### config.mk
export PLATFORM = sky130hd
export DESIGN_NAME = ysyx_lsu_axi_bridge
export DESIGN_NICKNAME = d
export VERILOG_FILES = /design/src/rtl/ysyx_lsu_axi_bridge.sv
export SDC_FILE = /design/constraint.sdc
export NUM_CORES = 1
export LEC_CHECK = 0
export CORE_ASPECT_RATIO = 1.4
export CORE_MARGIN = 2
export CORE_UTILIZATION = 37
export DETAILED_ROUTE_END_ITERATION = 16
export HOLD_SLACK_MARGIN = 0.02
export PLACE_DENSITY = 0.76
export SYNTH_ARGS = -nofsm -noshare
export SYNTH_HDL_FRONTEND = slang
export SYNTH_SLANG_ARGS = --single-unit
### constraint.sdc
create_clock -name clk -period 1.8 [get_ports clk]
set_clock_uncertainty 0.15 [all_clocks]
set_input_delay 0.54 -clock clk [delete_from_list [all_inputs] [get_ports clk]]
set_output_delay 0.54 -clock clk [all_outputs]
set_load 0.02 [all_outputs]
### src/rtl/ysyx_lsu_axi_bridge.sv
// ysyx_lsu_axi_bridge: LSU load/store requests to AXI4-Lite master with byte-lane alignment.
// Optional YSYX_LSU_BRIDGE_ALIGN_CHECK_EN rejects misaligned half/word accesses without bus traffic.
module ysyx_lsu_axi_bridge #(
  parameter int ADDR_W = 32,
  parameter int DATA_W = 32
) (
  input  logic              clk,
  input  logic              rst,
  input  logic [ADDR_W-1:0] lsu_araddr,
  input  logic              lsu_arvalid,
  input  logic [7:0]        lsu_rstrb,
  output logic [DATA_W-1:0] lsu_rdata,
  output logic              lsu_rvalid,
  input  logic [ADDR_W-1:0] lsu_awaddr,
  input  logic              lsu_awvalid,
  input  logic [DATA_W-1:0] lsu_wdata,
  input  logic [7:0]        lsu_wstrb,
  input  logic              lsu_wvalid,
  output logic              lsu_wready,
  output logic              lsu_err,
  output logic [ADDR_W-1:0] m_araddr,
  output logic              m_arvalid,
  input  logic              m_arready,
  input  logic [DATA_W-1:0] m_rdata,
  input  logic [1:0]        m_rresp,
  input  logic              m_rvalid,
  output logic              m_rready,
  output logic [ADDR_W-1:0] m_awaddr,
  output logic              m_awvalid,
  input  logic              m_awready,
  output logic [DATA_W-1:0] m_wdata,
  output logic [3:0]        m_wstrb,
  output logic              m_wvalid,
  input  logic              m_wready,
  input  logic [1:0]        m_bresp,
  input  logic              m_bvalid,
  output logic              m_bready
);
  typedef enum logic [2:0] {IDLE, RADDR, RDATA, WREQ, WRESP, DONE} state_t;
  state_t state, next;
  logic wr, err, aw_done, w_done, ld_bad, st_bad;
  logic [3:0] size;
  logic unused;
  assign unused = ^{lsu_wvalid, lsu_rstrb[7:4], lsu_wstrb[7:4]};
`ifdef YSYX_LSU_BRIDGE_ALIGN_CHECK_EN
  assign ld_bad = (lsu_rstrb == 8'h3 && lsu_araddr[0]) || (lsu_rstrb == 8'hf && lsu_araddr[1:0] != 2'b0);
  assign st_bad = (lsu_wstrb == 8'h3 && lsu_awaddr[0]) || (lsu_wstrb == 8'hf && lsu_awaddr[1:0] != 2'b0);
`else
  assign ld_bad = 1'b0;
  assign st_bad = 1'b0;
`endif
  assign m_arvalid  = state == RADDR;
  assign m_rready   = state == RDATA;
  assign m_awvalid  = state == WREQ && !aw_done;
  assign m_wvalid   = state == WREQ && !w_done;
  assign m_bready   = state == WRESP;
  assign lsu_rvalid = state == DONE && !wr;
  assign lsu_wready = state == DONE && wr;
  assign lsu_err    = state == DONE && err;
  always_comb begin
    next = state;
    case (state)
      IDLE:    next = lsu_arvalid ? (ld_bad ? DONE : RADDR) : lsu_awvalid ? (st_bad ? DONE : WREQ) : IDLE;
      RADDR:   next = m_arready ? RDATA : RADDR;
      RDATA:   next = m_rvalid ? DONE : RDATA;
      WREQ:    next = ((aw_done || m_awready) && (w_done || m_wready)) ? WRESP : WREQ;
      WRESP:   next = m_bvalid ? DONE : WRESP;
      default: next = IDLE;
    endcase
  end
  always_ff @(posedge clk) begin
    if (rst) begin
      state     <= IDLE;
      m_araddr  <= '0;
      m_awaddr  <= '0;
      m_wdata   <= '0;
      m_wstrb   <= '0;
      lsu_rdata <= '0;
      size      <= '0;
      wr        <= 1'b0;
      err       <= 1'b0;
      aw_done   <= 1'b0;
      w_done    <= 1'b0;
    end else begin
      state <= next;
      if (state == IDLE && lsu_arvalid) begin
        m_araddr <= lsu_araddr;
        size     <= lsu_rstrb[3:0];
        wr       <= 1'b0;
        err      <= ld_bad;
        if (ld_bad) lsu_rdata <= '0;
      end else if (state == IDLE && lsu_awvalid) begin
        m_awaddr <= lsu_awaddr;
        m_wdata  <= lsu_wdata << {lsu_awaddr[1:0], 3'b000};
        m_wstrb  <= lsu_wstrb[3:0] << lsu_awaddr[1:0];
        wr       <= 1'b1;
        err      <= st_bad;
        aw_done  <= 1'b0;
        w_done   <= 1'b0;
      end
      if (state == WREQ) begin
        aw_done <= aw_done || m_awready;
        w_done  <= w_done || m_wready;
      end
      if (state == RDATA && m_rvalid) begin
        lsu_rdata <= (m_rdata >> {m_araddr[1:0], 3'b000}) & {{8{size[3]}}, {8{size[2]}}, {8{size[1]}}, {8{size[0]}}};
        err       <= m_rresp != 2'b00;
      end
      if (state == WRESP && m_bvalid) err <= m_bresp != 2'b00;
    end
  end
endmodule

Word-level counts from Yosys, hierarchy flattened
Cells that the tools add are included.
{"block": "op_classes", "bitwise_logic": 2, "eq_ne": 6, "n_reduce_logical": 23, "shift": 3, "muxes": 14}
{"operator": "$and A32 B32 Y32", "n": 1}
{"operator": "$shl A32 B5 Y32", "n": 1}
{"operator": "$shr A32 B5 Y32", "n": 1}
{"operator": "$pmux W3 S5", "n": 1}
{"operator": "$logic_and A1 B1 Y1", "n": 10}
{"operator": "$mux W1", "n": 8}
{"operator": "$eq A3 B2 Y1 const B", "n": 2}
{"operator": "$eq A3 B3 Y1 const B", "n": 2}
{"operator": "$mux W2", "n": 3}
{"operator": "$mux W3", "n": 2}
{"operator": "$reduce_bool A2 Y1", "n": 3}
{"operator": "$reduce_and A2 Y1", "n": 2}
{"operator": "$reduce_bool A4 Y1", "n": 1}
{"operator": "$shl A4 B2 Y4", "n": 1}
{"operator": "$eq A3 B1 Y1 const B", "n": 1}
{"operator": "$logic_not A1 Y1", "n": 3}
{"operator": "$logic_not A3 Y1", "n": 1}
{"operator": "$logic_or A1 B1 Y1", "n": 2}
{"operator": "$ne A2 B2 Y1 const B", "n": 1}
{"operator": "$reduce_or A2 Y1", "n": 1}
{"operator": "$not A1 Y1", "n": 1}
{"block": "totals", "elab_cells": 59, "ff_bits": 143, "input_bits": 158, "out_inout_bits": 140}

Depth between registers and ports, before layout
Gate-level depths: netlist of run 1.
{"block": "logic_depth", "ltp_word": 6, "depth_mapped": 6, "ltp_nobuf": 3}

Worst setup path after synthesis of run 1
No wires, ideal clock.
{"block": "synth_path", "kind": "register to output", "start": "register state[2]", "end": "output m_bready", "stages_incl_launch_ff": 4, "arrival_time_ns": 1.291, "path_buffers": 1, "slack_ns": -0.181, "path_cell_list": "dfxtp_1 buf_1 or3b_2 inv_1"}
{"block": "synth_via", "elab_chain_len": 1}
{"element": "start, declared", "line_no": "40", "source": "state_t state, next;"}
{"element": "start signal, assigned", "line_no": "85", "source": "state <= next;"}
{"element": "$eq A3 B3 Y1", "line_no": "56", "source": "assign m_bready = state == WRESP;"}
{"element": "end, declared", "line_no": "37", "source": "output logic m_bready"}
No other way between the ends.

Worst setup path after layout of run 1
{"block": "layout_path", "start": "register state[2]", "end": "register m_wdata[23]"}
{"block": "layout_via", "elab_chain_len": 4, "word_cells_on_any_way": 5, "classes_between": "bitwise: 1; reduce/logical: 4"}
{"element": "$logic_not A3 Y1 *", "line_no": "86, 92"}
{"element": "$logic_and A1 B1 Y1", "line_no": "86", "source": "if (state == IDLE && lsu_arvalid) begin"}
{"element": "$not A1 Y1 (no line)"}
{"element": "$reduce_and A2 Y1 (no line) *"}
{"element": "end signal, assigned", "line_no": "94", "source": "m_wdata <= lsu_wdata << {lsu_awaddr[1:0], 3'b000};"}
{"element": "end, declared", "line_no": "31", "source": "output logic [DATA_W-1:0] m_wdata,"}
Mark *: on every way between the ends. The rest lies on a longest branch, timed or not.
A chain may end at the register's enable or synchronous reset.

==> impl_metrics.py, run 1 <==
metrics = {
    "worst_setup_path": {
        "startpoint_type": "flop",
        "crit_arrival_ns": 2.27,
        "rr_startpoint": "state[2]",
        "reg2regPathDepth": 11,
        "worstPathRequired_ns": 1.97,
        "critPathCaptureType": "flop",
        "path_max_fanout": 7,
        "reg2reg_to": "m_wdata[23]",
        "crit_type": "flop to flop",
        "rrSetupSlack_ns": -0.30,
    },
    "logic_synthesis": {
        "synth-seq-cells": 143,
        "synth_compound_area_frac": 0.2072,
        "synth_area_per_cell_sq_um": 8.585,
        "synthFlopType": "dfxtp_1",
        "ys_seq_area_frac": 0.4524,
        "synthArstFlopShare": 0,
        "synth_nets": 895,
        "synth_fa_ha_area_frac": 0,
        "syn-cell-area_sq_mm": 0.006327,
        "synth_top_family_by_area": "compound AO/OA/AOI/OAI gates",
        "synth_mux_area_frac": 0.1159,
        "synth_edf_count": 0,
        "synth_xor_area_frac": 0,
        "yosys.cell_types.count": 41,
        "synth-simple-area-share": 0.1718,
        "syn_inst": 737,
        "synth_warnings": 0,
    },
    "sta": {
        "maxSlewViolCount": 0,
        "tightestPinTransition_ns": 0.7009,
        "worst_slack_ns": -0.3006,
        "hold_ws_ns": 0.2265,
        "slew-limit-headroom": 0.5321,
        "period_share": 1.167,
        "fin_crit_ns": 2.101,
        "hold_viol": 0,
        "setup_viol": 150,
        "finalSetupTns_ns": -29.82,
        "fmax_ghz": 0.4760,
        "rsz0062_at_grt": "true",
    },
    "hold_path": {
        "min_to": "w_done",
        "hp-start": "rst",
        "hold_class": "input port to flop",
        "whs_path_depth": 2,
    },
    "clock_tree": {
        "clkSlewWorstSetupHoldPaths_ns": 0.06,
        "cts_tree": "done",
        "hold_buffers": 0,
        "cts-root-buf": "clkbuf_16",
        "cts_buffer_depth": 2,
        "clock-sinks": 143,
        "cts_made_buffers": 17,
        "clk_latency_ns": 0.42,
        "ctsHtreeMaxLevel": 4,
    },
    "drt": {
        "first_pass_iters": 4,
        "wl_mm": 29.46,
        "ant_nets": 0,
        "avgRoutedWirePerCell_microns": 22.15,
        "drt_iter0_markers": 575,
        "drc": 0,
        "vias": 7716,
        "viasPerCell": 5.802,
    },
    "final_layout": {
        "syn_to_final_growth_pct": 99.94,
        "final_common_cell": "clkdlybuf4s50_1",
        "diodes": 0,
        "layout.core_utilization": 0.7555,
        "layout_common_cells": "clkdlybuf4s50_1, dfxtp_1, a21oi_2",
        "fillCellCount": 1071,
        "final_nets": 1272,
        "drive_above_1_share": 0.4987,
    },
    "placed_design": {
        "io_buffers": 288,
        "place_congestion": 0.8883,
        "hpwl_mm": 16.63,
        "post-place-ws_ns": -0.5604,
    },
    "outcome": {
        "failed_checks": "negative setup slack",
        "status": "complete, but fails checks",
    },
    "die": {
        "die_area_sq_mm": 0.01818,
        "io_pins": 298,
        "core_area_sq_mm": 0.01675,
        "die_h_microns": 158.7,
        "die_w_microns": 114.5,
        "rows": 56,
        "start_util": 0.3778,
    },
    "flow_run": {
        "drv_cap": 0,
    },
    "grt": {
        "grt_usage": 0.2780,
        "antenna_found_initial": 1,
        "grt_start_max_net_pins": 97,
        "grt_pass1_vias": 7324,
        "gr-total-overflow": 0,
        "grt_pass1_wl_mm": 39.74,
    },
    "pwr": {
        "cellLeakagePower_nw": 4.781,
        "vdd_drop_max_mv": 0.7598,
        "total_power_mw": 12.51,
        "power_density_mw_per_mm2": 989.0,
    },
}
==> where the power goes <==
group | leakage (nW) | switching (mW) | internal (mW)
clock | 0.262 | 1.45 | 2.04
sequential | 1.16 | 0.233 | 3.41
combinational | 3.35 | 2.69 | 2.69
total | 4.78 | 4.37 | 8.14
==> per-stage QoR <==
step	instance area, sq um	instances
finish	12650	1330
global route	12650	1330
CTS	11460	1310
detailed placement	10050	1245
global placement	10050	1245
floorplan	6389	737
==> what timing repair did <==
action / in CTS / in global routing
endpoints found under the setup margin: 276 / 213
pin swaps: 78 / 169
resized for setup: 441 / 405
buffers inserted: 21 / 18
endpoints found under the hold margin: 0 / 0
gates cloned: 13 / 8
==> kinds of logic (layout without fill, tap and decap cells) <==
kind of cell	after synthesis	count (layout)
compound gates	240	240
buf+inv	81	470
flops	143	143
mux	51	51
simple gates	222	223
==> metal layers <==
metal,up-vias,part of all wire,GRT usage
li1,3441,-,-
met1,3769,0.35,0.3146
met2,392,0.51,0.4820
met3,112,0.070,0.06221
met4,2,0.065,0.1397
met5,-,0.00037,0
==> synthesized netlist by cell type, types with 3 or more instances <==
cell | n | share of area
a211oi_1 | 9 | 0.011
a21oi_1 | 132 | 0.10
a2bb2oi_1 | 17 | 0.024
buf_1 | 6 | 0.0036
buf_2 | 4 | 0.0032
buf_6 | 3 | 0.0053
clkbuf_1 | 63 | 0.037
dfxtp_1 | 143 | 0.45
inv_1 | 4 | 0.0024
mux2_2 | 8 | 0.014
mux2i_1 | 26 | 0.041
mux4_2 | 17 | 0.061
nand2_1 | 100 | 0.059
nand3_1 | 74 | 0.059
nand4_1 | 9 | 0.0089
nor2_1 | 7 | 0.0042
nor2b_1 | 6 | 0.0059
o21ai_0 | 73 | 0.058
or4_1 | 9 | 0.011
==> sequential cells by signal (all words and copies together) (netlist names) <==
register   count
err            1
lsu_rdata     32
w_done         1
state          3
wr             1
m_araddr      32
aw_done        1
m_awaddr      32
m_wstrb        4
size           4
m_wdata       32
==> cell type report <==
cell class / instances / area, sq um / area share
Timing Repair Buffer: 434 / 4364 / 0.3450
Tap cell: 203 / 254.0 / 0.02008
Clock buffer: 19 / 432.9 / 0.03422
Multi-Input combinational cell: 514 / 4568 / 0.3611
Inverter: 4 / 17.52 / 0.001385
Clock inverter: 13 / 141.4 / 0.01118
Sequential cell: 143 / 2873 / 0.2271
==> worst max-delay path by stage <==
stage | startpoint | end | slack [ns] | depth (start not counted)
floorplan | state[1] | m_bready | -0.08 | 3
global placement | lsu_arvalid | m_wdata[21] | -0.51 | 5
detailed placement | lsu_arvalid | m_wdata[16] | -0.56 | 5
CTS | state[2] | m_wvalid | -0.31 | 4
global route | state[2] | m_wdata[23] | -0.36 | 11
finish | state[2] | m_wdata[23] | -0.30 | 11
==> worst max-delay path, cell delays in order, from the launching register on <==
cell and delay (ns):
dfxtp_2 0.34, buf_6 0.13, buf_4 0.13, buf_6 0.11, buf_6 0.11, buf_6 0.12
nor3_4 0.21, buf_12 0.17, buf_12 0.12, clkbuf_16 0.14, a21oi_1 0.06, a211oi_1 0.22
Note: power is estimated with default switching activity, not from simulation.
==> run 2, diff against run 1 <==
clock period = 1.7 ns   (was 1.8 ns; I/O delays follow)
==> impl_metrics.py, run 2 (synthesis gave the netlist of run 1 again) <==
metrics = {
    "drt": {
        "wl_met1_mm": 9.555,
        "ant_nets": 0,
        "wl_met2_mm": 14.20,
        "drt_iter0_markers": 405,
        "vias": 7219,
        "first_pass_iters": 4,
        "dr.max_layer_used": "met4",
        "drc": 0,
        "avgRoutedWirePerCell_microns": 20.04,
        "wl_mm": 26.51,
        "viasPerCell": 5.457,
        "route.met3.wl_mm": 1.581,
    },
    "sta": {
        "tightestPinTransition_ns": 0.5484,
        "period_share": 1.226,
        "hold_viol": 0,
        "worst_slack_ns": -0.3836,
        "rsz0062_at_grt": "true",
        "finalSetupTns_ns": -25.26,
        "fmax_ghz": 0.4799,
        "fin_crit_ns": 2.084,
        "maxSlewViolCount": 0,
        "hold_ws_ns": 0.2189,
        "slew-limit-headroom": 0.6337,
        "setup_viol": 115,
    },
    "worst_setup_path": {
        "startpoint_type": "flop",
        "crit_type": "flop to flop",
        "crit_arrival_ns": 2.21,
        "reg2regPathDepth": 7,
        "worstPathRequired_ns": 1.83,
        "critPathCaptureType": "flop",
        "path_max_fanout": 8,
    },
    "placed_design": {
        "placed_cells": 1251,
        "post-place-ws_ns": -0.5974,
        "dpl_cell_area_sq_mm": 0.01010,
        "place_congestion": 0.8525,
        "hpwl_mm": 16.67,
        "io_buffers": 288,
    },
    "hold_path": {
        "hold_class": "input port to flop",
        "whs_path_depth": 2,
    },
    "pwr": {
        "power_density_mw_per_mm2": 1036,
        "cellLeakagePower_nw": 4.736,
        "total_power_mw": 12.10,
        "vdd_drop_max_mv": 0.6219,
    },
    "die": {
        "rows": 56,
        "start_util": 0.3778,
        "die_area_sq_mm": 0.01818,
        "core_area_sq_mm": 0.01675,
        "die_w_microns": 114.5,
        "die_h_microns": 158.7,
        "io_pins": 298,
    },
    "final_layout": {
        "layout_common_cells": "clkdlybuf4s50_1, dfxtp_1, buf_2",
        "layout.core_utilization": 0.6977,
        "syn_to_final_growth_pct": 84.65,
        "final_nets": 1263,
        "fin_cells": 1323,
        "postLayoutCellArea_sq_mm": 0.01168,
        "final_common_cell": "clkdlybuf4s50_1",
        "drive_above_1_share": 0.4571,
    },
    "grt": {
        "antenna_found_initial": 3,
        "grt_usage": 0.2636,
        "gr-total-overflow": 0,
        "grt_start_max_net_pins": 67,
        "grt_pass1_vias": 7115,
        "grt_pass1_wl_mm": 37.74,
    },
    "outcome": {
        "status": "complete, but fails checks",
        "failed_checks": "negative setup slack",
    },
    "flow_run": {
        "drv_cap": 0,
    },
    "clock_tree": {
        "clock-sinks": 143,
        "cts-root-buf": "clkbuf_16",
        "cts_tree": "done",
        "ctsHtreeMaxLevel": 4,
        "clkSlewWorstSetupHoldPaths_ns": 0.06,
        "cts_made_buffers": 17,
        "hold_buffers": 0,
        "clk_latency_ns": 0.42,
        "cts_buffer_depth": 2,
    },
}
[run 2: final cells by class]
type	count	area (sq um)
inverters	4	15.01
clock buffers	19	442.9
diodes	2	5.005
flip-flops and latches	143	2874
well taps	203	254.0
clock inverters	13	115.1
fillers	1337	5062
multi-input cells	514	3974
repair buffers	425	4004
[run 2: critical path, cell delays in order, from the launching register on]
cell       delay, ns
dfxtp_4         0.36
buf_6           0.13
buf_6           0.12
buf_4           0.14
or4b_4          0.67
clkbuf_16       0.24
nand2_2         0.07
a21oi_1         0.05
[run 2: where the power goes]
part	internal [mW]	leakage (nW)	switching (mW)
combinational	2.35	3.31	2.37
sequential	3.61	1.16	0.210
clock	2.05	0.266	1.51
[run 2: layer usage]
metal | GRT usage | vias up
li1 | - | 3409
met1 | 0.2810 | 3454
met2 | 0.4677 | 282
met3 | 0.06718 | 74
met4 | 0.1386 | 0
met5 | 0 | -
[run 2: worst paths after layout]
kind                                       to  slack (ns)           from
worst max-delay path                  size[0]       -0.38       state[0]
worst min-delay path                 state[1]        0.22            rst
worst max register to register        size[0]       -0.38       state[0]
worst min register to register  lsu_rdata[25]        0.30  lsu_rdata[25]
[run 2: timing repair]
item | 4_1_cts | 5_1_grt
gates resized for setup | 612 | 246
pin swaps | 20 | 75
gates cloned | 7 | 15
endpoints found under the setup margin | 256 | 196
hold endpoints to repair | 0 | 0
setup buffers | 15 | 4
